### src/rtl/dll_rx_seq_check.sv
// DLL receive path: sequence/LCRC check, store-and-forward beat buffer toward TL, ACK/NAK DLLP requests.
// Optional receive statistics counters are enabled with `define DLL_RX_STATS_EN.
`timescale 1ns/1ps
module dll_rx_seq_check #(
  parameter int PIPE_DATA_WIDTH = 256,
  parameter int BUF_DEPTH_LG2   = 3,
  parameter int ACK_LATENCY     = 32
) (
  input  logic                       sclk,
  input  logic                       srst_n,
  input  logic [PIPE_DATA_WIDTH-1:0] rx_data_i,
  input  logic                       rx_valid_i,
  input  logic                       rx_sop_i,
  input  logic                       rx_eop_i,
  input  logic [11:0]                rx_seq_i,
  input  logic                       rx_lcrc_ok_i,
  output logic [PIPE_DATA_WIDTH-1:0] dll2tl_data_o,
  output logic [2:0]                 dll2tl_data_en_o,
  output logic                       dllp_req_o,
  output logic                       dllp_nak_o,
  output logic [11:0]                dllp_seq_o,
  input  logic                       dllp_ack_i
`ifdef DLL_RX_STATS_EN
  ,
  output logic [15:0]                stat_good_o,
  output logic [15:0]                stat_dup_o,
  output logic [15:0]                stat_bad_o
`endif
);
  localparam int DEPTH = 1 << BUF_DEPTH_LG2;
  localparam int TW    = $clog2(ACK_LATENCY) + 1;
  localparam logic [TW-1:0] TMR_MAX = TW'(ACK_LATENCY - 1);
  localparam logic [2:0] EN_IDLE = 3'd0, EN_P_HDR = 3'd1, EN_P_DATA = 3'd2, EN_NP_HDR = 3'd3,
                         EN_CPL_HDR = 3'd5, EN_CPL_DATA = 3'd6;

  typedef logic [BUF_DEPTH_LG2-1:0] ptr_t;
  typedef enum logic [1:0] {S_IDLE, S_HDR, S_DATA} state_t;
  typedef enum logic [1:0] {C_P, C_NP, C_CPL, C_DROP} cls_t;

  function automatic cls_t hdr_class(input logic fmt1, input logic [4:0] typ);
    if (typ == 5'b00000) return fmt1 ? C_P : C_NP;
    else if (typ == 5'b01010) return C_CPL;
    else return C_DROP;
  endfunction

  logic [PIPE_DATA_WIDTH:0] mem [DEPTH];
  ptr_t        wr_tmp, wr_cmt, rd, wp;
  logic        tlp_open, ovf_lat, beat_ok, ovf_now, cur_ovf;
  logic [11:0] seq_lat, next_seq, cur_seq, seq_gap;
  logic        eop_evt, good_evt, dup_evt, bad_evt;

  // Receive side: classify the TLP as it closes; a new sop always restarts at the commit point.
  always_comb begin
    wp       = rx_sop_i ? wr_cmt : wr_tmp;
    beat_ok  = rx_valid_i & (rx_sop_i | tlp_open);
    ovf_now  = ptr_t'(wp + ptr_t'(1)) == rd;
    cur_seq  = rx_sop_i ? rx_seq_i : seq_lat;
    cur_ovf  = ovf_now | (~rx_sop_i & ovf_lat);
    seq_gap  = next_seq - cur_seq;
    eop_evt  = beat_ok & rx_eop_i;
    good_evt = eop_evt & rx_lcrc_ok_i & ~cur_ovf & (cur_seq == next_seq);
    dup_evt  = eop_evt & rx_lcrc_ok_i & ~cur_ovf & (seq_gap != 12'd0) & (seq_gap <= 12'd2048);
    bad_evt  = eop_evt & ~good_evt & ~dup_evt;
  end

  always_ff @(posedge sclk) begin
    if (beat_ok && !ovf_now) mem[wp] <= {rx_eop_i, rx_data_i};
  end

  always_ff @(posedge sclk) begin
    if (!srst_n) begin
      wr_tmp   <= '0;
      wr_cmt   <= '0;
      tlp_open <= 1'b0;
      ovf_lat  <= 1'b0;
      seq_lat  <= '0;
      next_seq <= '0;
    end else if (beat_ok) begin
      if (rx_sop_i) seq_lat <= rx_seq_i;
      ovf_lat <= cur_ovf;
      if (rx_eop_i) begin
        tlp_open <= 1'b0;
        if (good_evt) begin
          wr_cmt   <= wp + ptr_t'(1);
          wr_tmp   <= wp + ptr_t'(1);
          next_seq <= next_seq + 12'd1;
        end else begin
          wr_tmp <= wr_cmt;
        end
      end else begin
        tlp_open <= 1'b1;
        wr_tmp   <= ovf_now ? wp : wp + ptr_t'(1);
      end
    end
  end

  // Drain: one committed beat per cycle, header decoded into the TL request code.
  state_t st, st_nx;
  cls_t   cls, cls_nx;
  logic [PIPE_DATA_WIDTH:0] rd_ent;
  logic       avail;
  logic [2:0] en_nx;

  always_ff @(posedge sclk) begin
    if (!srst_n) st <= S_IDLE;
    else         st <= st_nx;
  end

  always_comb begin
    rd_ent = mem[rd];
    avail  = rd != wr_cmt;
    st_nx  = st;
    cls_nx = cls;
    en_nx  = EN_IDLE;
    if (avail) begin
      if (st == S_DATA) begin
        case (cls)
          C_P:     en_nx = EN_P_DATA;
          C_CPL:   en_nx = EN_CPL_DATA;
          default: en_nx = EN_IDLE;
        endcase
      end else begin
        cls_nx = hdr_class(rd_ent[30], rd_ent[28:24]);
        case (cls_nx)
          C_P:     en_nx = EN_P_HDR;
          C_NP:    en_nx = EN_NP_HDR;
          C_CPL:   en_nx = EN_CPL_HDR;
          default: en_nx = EN_IDLE;
        endcase
      end
      if (rd_ent[PIPE_DATA_WIDTH]) st_nx = (ptr_t'(rd + ptr_t'(1)) != wr_cmt) ? S_HDR : S_IDLE;
      else                         st_nx = S_DATA;
    end else if (st != S_DATA) begin
      st_nx = S_IDLE;
    end
  end

  always_ff @(posedge sclk) begin
    if (!srst_n) begin
      cls              <= C_DROP;
      rd               <= '0;
      dll2tl_data_en_o <= EN_IDLE;
      dll2tl_data_o    <= '0;
    end else begin
      cls              <= cls_nx;
      dll2tl_data_en_o <= en_nx;
      if (avail) begin
        rd            <= rd + ptr_t'(1);
        dll2tl_data_o <= rd_ent[PIPE_DATA_WIDTH-1:0];
      end
    end
  end

  // ACK/NAK scheduling: NAK beats any ACK; a request is frozen until the TX mux takes it.
  logic        req_q, nak_q, ack_pend, nak_sched, nak_pend, dup_pend;
  logic        hs, want_nak, want_ack, issue_nak, issue_ack, tmr_clr;
  logic [11:0] dseq_q, ack_seq;
  logic [TW-1:0] timer;

  always_comb begin
    hs        = req_q & dllp_ack_i;
    ack_seq   = next_seq - 12'd1;
    want_nak  = nak_pend | (bad_evt & ~nak_sched);
    want_ack  = dup_pend | dup_evt | (ack_pend & (timer == TMR_MAX));
    issue_nak = ~req_q & want_nak;
    issue_ack = ~req_q & ~want_nak & want_ack;
    tmr_clr   = ~ack_pend | issue_ack | issue_nak | (good_evt & hs);
  end

  always_ff @(posedge sclk) begin
    if (!srst_n) begin
      req_q     <= 1'b0;
      nak_q     <= 1'b0;
      dseq_q    <= '0;
      ack_pend  <= 1'b0;
      nak_sched <= 1'b0;
      nak_pend  <= 1'b0;
      dup_pend  <= 1'b0;
      timer     <= '0;
    end else begin
      if (issue_nak || issue_ack) begin
        req_q  <= 1'b1;
        nak_q  <= issue_nak;
        dseq_q <= ack_seq;
      end else if (hs) begin
        req_q <= 1'b0;
      end
      if (bad_evt)       nak_sched <= 1'b1;
      else if (good_evt) nak_sched <= 1'b0;
      if (issue_nak)                     nak_pend <= 1'b0;
      else if (bad_evt && !nak_sched)    nak_pend <= 1'b1;
      if (issue_nak || issue_ack) dup_pend <= 1'b0;
      else if (dup_evt)           dup_pend <= 1'b1;
      if (good_evt)                                        ack_pend <= 1'b1;
      else if (issue_nak || (hs && dseq_q == ack_seq))     ack_pend <= 1'b0;
      if (tmr_clr)               timer <= '0;
      else if (timer != TMR_MAX) timer <= timer + TW'(1);
    end
  end

  assign dllp_req_o = req_q;
  assign dllp_nak_o = nak_q;
  assign dllp_seq_o = dseq_q;

`ifdef DLL_RX_STATS_EN
  function automatic logic [15:0] sat_inc(input logic [15:0] v);
    return (v == 16'hFFFF) ? v : v + 16'd1;
  endfunction

  always_ff @(posedge sclk) begin
    if (!srst_n) begin
      stat_good_o <= '0;
      stat_dup_o  <= '0;
      stat_bad_o  <= '0;
    end else begin
      if (good_evt) stat_good_o <= sat_inc(stat_good_o);
      if (dup_evt)  stat_dup_o  <= sat_inc(stat_dup_o);
      if (bad_evt)  stat_bad_o  <= sat_inc(stat_bad_o);
    end
  end
`endif
endmodule

### config.mk
export PLATFORM = sky130hd
export DESIGN_NAME = dll_rx_seq_check
export DESIGN_NICKNAME = d
export VERILOG_FILES = /design/src/rtl/dll_rx_seq_check.sv
export SDC_FILE = /design/constraint.sdc
export NUM_CORES = 2
export LEC_CHECK = 0
export CORE_ASPECT_RATIO = 1.4
export CORE_MARGIN = 8
export CORE_UTILIZATION = 53
export DETAILED_ROUTE_END_ITERATION = 10
export GPL_TIMING_DRIVEN = 0
export PLACE_DENSITY = 0.73
export SLEW_MARGIN = 5
export SYNTH_ARGS = -nofsm -noshare
export SYNTH_HDL_FRONTEND = slang
export SYNTH_SLANG_ARGS = --single-unit
### constraint.sdc
create_clock -name sclk -period 23.7 [get_ports sclk]
set_clock_uncertainty 0.2 [all_clocks]
set_input_delay 4.74 -clock sclk [delete_from_list [all_inputs] [get_ports sclk]]
set_output_delay 4.74 -clock sclk [all_outputs]
set_load 0.02 [all_outputs]
==> flow_metrics.py <==
metrics = {
    "status": {
        "run_status": "finished, final reports clean",
    },
    "detailed_routing": {
        "detail_route.wl_per_cell_um": 28.1,
        "drtPass1Iterations": 5,
        "routed_via_density": 5.91,
        "vias": 45500,
        "ant_nets": 0,
        "dr.first_iter.drc_count": 4463,
        "drc_errors": 0,
        "finalWirelength_um": 216000,
    },
    "cts": {
        "cts_htree_levels": 4,
        "cts_buffers": 208,
        "cts_resized": 0,
        "cts.clk_slew.worst_paths_ns": 0.06,
        "cts_hold_buf": 0,
        "clock_tree.buffer_depth": 3,
        "clk-insertion-delay-late_ns": 0.85,
        "cts_setup_buffers": 0,
        "tritoncts_sink_count": 2381,
        "tritoncts": "yes",
        "clockRootBuffer": "clkbuf_16",
    },
    "global_routing": {
        "grt_antenna_before_repair": 73,
        "grt_start_max_net_pins": 25,
        "groute.usage.overall_pct": 23.5,
        "grt_overflow": 0,
        "first_global_vias": 47000,
        "grt_pass1_wl_um": 314000,
    },
    "final_layout": {
        "sequential_cell_area_um2": 68200,
        "area_of_combinational_cells_with_multiple_inputs_um2": 19600,
        "layout-area-overhead-vs-synth_pct": 20.7,
        "finish.net_count": 5486,
        "final_cell_count_no_fill": 7687,
        "drive_above_1_share_pct": 18.5,
        "final_core_util_pct": 64.1,
        "fillers": 11000,
        "final_design_area_no_fill_um2": 107000,
    },
    "worst_setup_path": {
        "crit_fanout": 23,
        "cp-end-kind": "flop",
        "worst_setup_path_start_kind": "input port",
        "worstPathArrival_ns": 10.13,
        "criticalPathCategory": "input port to flop",
        "cp.required_ns": 24.04,
    },
    "die": {
        "die_area_um2": 181000,
        "std_cell_rows": 178,
        "placeableCoreArea_um2": 167000,
        "design.portCount": 548,
        "die_outline_width_um": 362,
        "floorplan.die.height_um": 500,
        "initial_utilization_pct": 53.1,
    },
    "power_and_ir_drop": {
        "share_of_total_power_in_sequential_cells_pct": 47.5,
        "internal_power_uw": 7620,
        "p_sw_share_pct": 25.9,
        "peakVddDrop_mv": 0.0864,
        "power.share.combinational_pct": 18.3,
        "power_switching_uw": 2670,
        "power.static_leakage_uw": 0.0326,
        "clock_power_share_pct": 34.2,
        "final_total_pwr_uw": 10300,
        "power_density_nw_per_um2": 96.0,
    },
    "timing": {
        "hold_viol": 0,
        "crit_path_time_final_ns": 9.79,
        "unrepaired_setup_endpoints_after_global_routing": "no",
        "fin_tns_setup_ns": 0,
        "worst_pin_slew_ns": 1.41,
        "finalSetupViolations": 0,
        "max_freq_ghz": 0.102,
        "slew_violations": 0,
        "fin_crit_sh_pct": 41.3,
        "worst_case_headroom_to_the_max_slew_limit_pct": 6.15,
    },
    "synth": {
        "yosys_most_used_dff": "edfxtp_1",
        "ys_async_sr_fraction_pct": 0,
        "synth_top_family_by_area": "multiplexers",
        "synth_xor_area_share_pct": 0.530,
        "synth.top_cells.by_count": "edfxtp_1, mux4_2, dfxtp_1",
        "synth_nets": 4604,
        "synth.top_cell.area_share_pct": 69.5,
        "synth_fa_ha_area_share_pct": 0.225,
        "synth_cells": 4313,
        "synth.yosys.warnings": 0,
        "synth_mux_area_share_pct": 16.1,
        "synth_compound_area_share_pct": 3.05,
        "syn-mean-instance-area_um2": 20.6,
        "synth-edff-count": 2056,
        "synth-seq-cells": 2381,
        "synth-seq-area-share_pct": 76.8,
        "yosys.area.top_type": "edfxtp_1",
        "synth_cell_type_count": 53,
        "yosysMostFrequentCell": "edfxtp_1",
        "post_synth_main_area_contributors": "edfxtp_1, mux4_2, dfxtp_1, mux2i_1, a211oi_1",
        "mappedNetlistArea_um2": 88800,
        "synthesized_area_fraction_occupied_by_and_or_nand_nor_cells_pct": 2.04,
    },
    "run": {
        "maxCapViolations": 0,
    },
    "placement": {
        "port_buffers": 547,
        "placedCellCount": 7235,
        "place_congestion": 0.848,
        "dpl-instance-area_um2": 99900,
        "hpwlAfterDp_um": 144000,
    },
    "min_path": {
        "hold_path_class": "flop to flop",
    },
}
layout make-up:
cell class                      instances  area share, %
Antenna cell                           56          0.131
Buffer                                255          0.929
Clock buffer                          280           5.43
Clock inverter                        116           1.28
Inverter                               19         0.0665
Multi-Input combinational cell       1658           18.3
Sequential cell                      2381           63.7
Tap cell                             2250           2.63
Timing Repair Buffer                  672           7.62
per-stage QoR:
stage,worst slack [ns],hold WS [ns]
2_1_floorplan,5.21,0.229
3_3_place_gp,-7.35,0.242
3_5_place_dp,13.04,0.254
4_1_cts,13.95,0.263
5_1_grt,13.75,0.288
6_report,13.91,0.264
power groups by stage:
stage	Clock [µW]	Combinational, µW	Sequential, µW
after detailed placement	0	1890	4970
after floorplan	0	935	5150
after global placement	0	1830	5030
after global routing	3720	2010	4910
after CTS	3570	1910	4890
final	3520	1880	4890
state kept, by name, summed over array words and instances, names as in the netlist, 2 cells and up, named ones only:
| signal | flops |
|---|---|
| dll2tl_data_en_o | 3 |
| cls | 2 |
| timer | 6 |
| dll2tl_data_o | 256 |
| st | 2 |
| seq_lat | 12 |
| mem | 2056 |
| next_seq | 12 |
| wr_cmt | 3 |
| dllp_seq_o | 12 |
| wr_tmp | 3 |
| rd | 3 |
cell usage in the layout, fill, tap and decap left out, types with 26 or more instances in the layout:
master / n
buf_16: 43
clkbuf_16: 212
nand2_1: 43
mux4_2: 514
buf_8: 26
clkinv_2: 31
clkinv_1: 31
dfxtp_1: 325
a211oi_1: 289
xnor2_1: 31
clkdlybuf4s50_1: 547
diode_2: 56
buf_12: 56
nor2_1: 304
clkbuf_8: 26
clkbuf_1: 213
edfxtp_1: 2056
mux2i_1: 267
buf_1: 68
final timing paths:
path	start	to	slack [ns]	cells past startpoint
min reg2reg	seq_lat[11]$_SDFFE_PN0P_	seq_lat[11]$_SDFFE_PN0P_	0.26	2
max	rx_sop_i	mem[4][238]$_DFFE_PP_	13.91	17
max reg2reg	wr_cmt[0]$_SDFFE_PN0P_	mem[4][238]$_DFFE_PP_	18.18	16
min	seq_lat[11]$_SDFFE_PN0P_	seq_lat[11]$_SDFFE_PN0P_	0.26	2
critical path: stages:
cell and delay (ns):
clkdlybuf4s50_1 0.63, mux2i_2 0.60, inv_1 0.19, ha_1 0.22, buf_1 0.18, xor3_1 0.40
and3_1 0.17, buf_6 0.14, or3_1 0.53, nor2_4 0.74, buf_16 0.27, buf_12 0.21
buf_16 0.19, buf_16 0.18, buf_12 0.21, buf_12 0.21, buf_16 0.19
kinds of logic (layout without fill, tap and decap cells):
logic type / after synthesis / after routing
DFF: 2381 / 2381
muxes: 787 / 787
and+or+nand+nor: 434 / 434
AOI/OAI and AO/OA: 369 / 369
buffers and inverters: 274 / 1342
xor gates and xnor gates: 52 / 52
adders and majority gates: 16 / 16
other: 0 / 56
per-layer routing:
layer	global-route usage, %	part of all wire (%)
met4	7.08	2.5
met1	30.2	38
met2	38.5	49
met5	0	0.15
met3	7.59	10
Note: power is estimated with default switching activity, not from simulation.
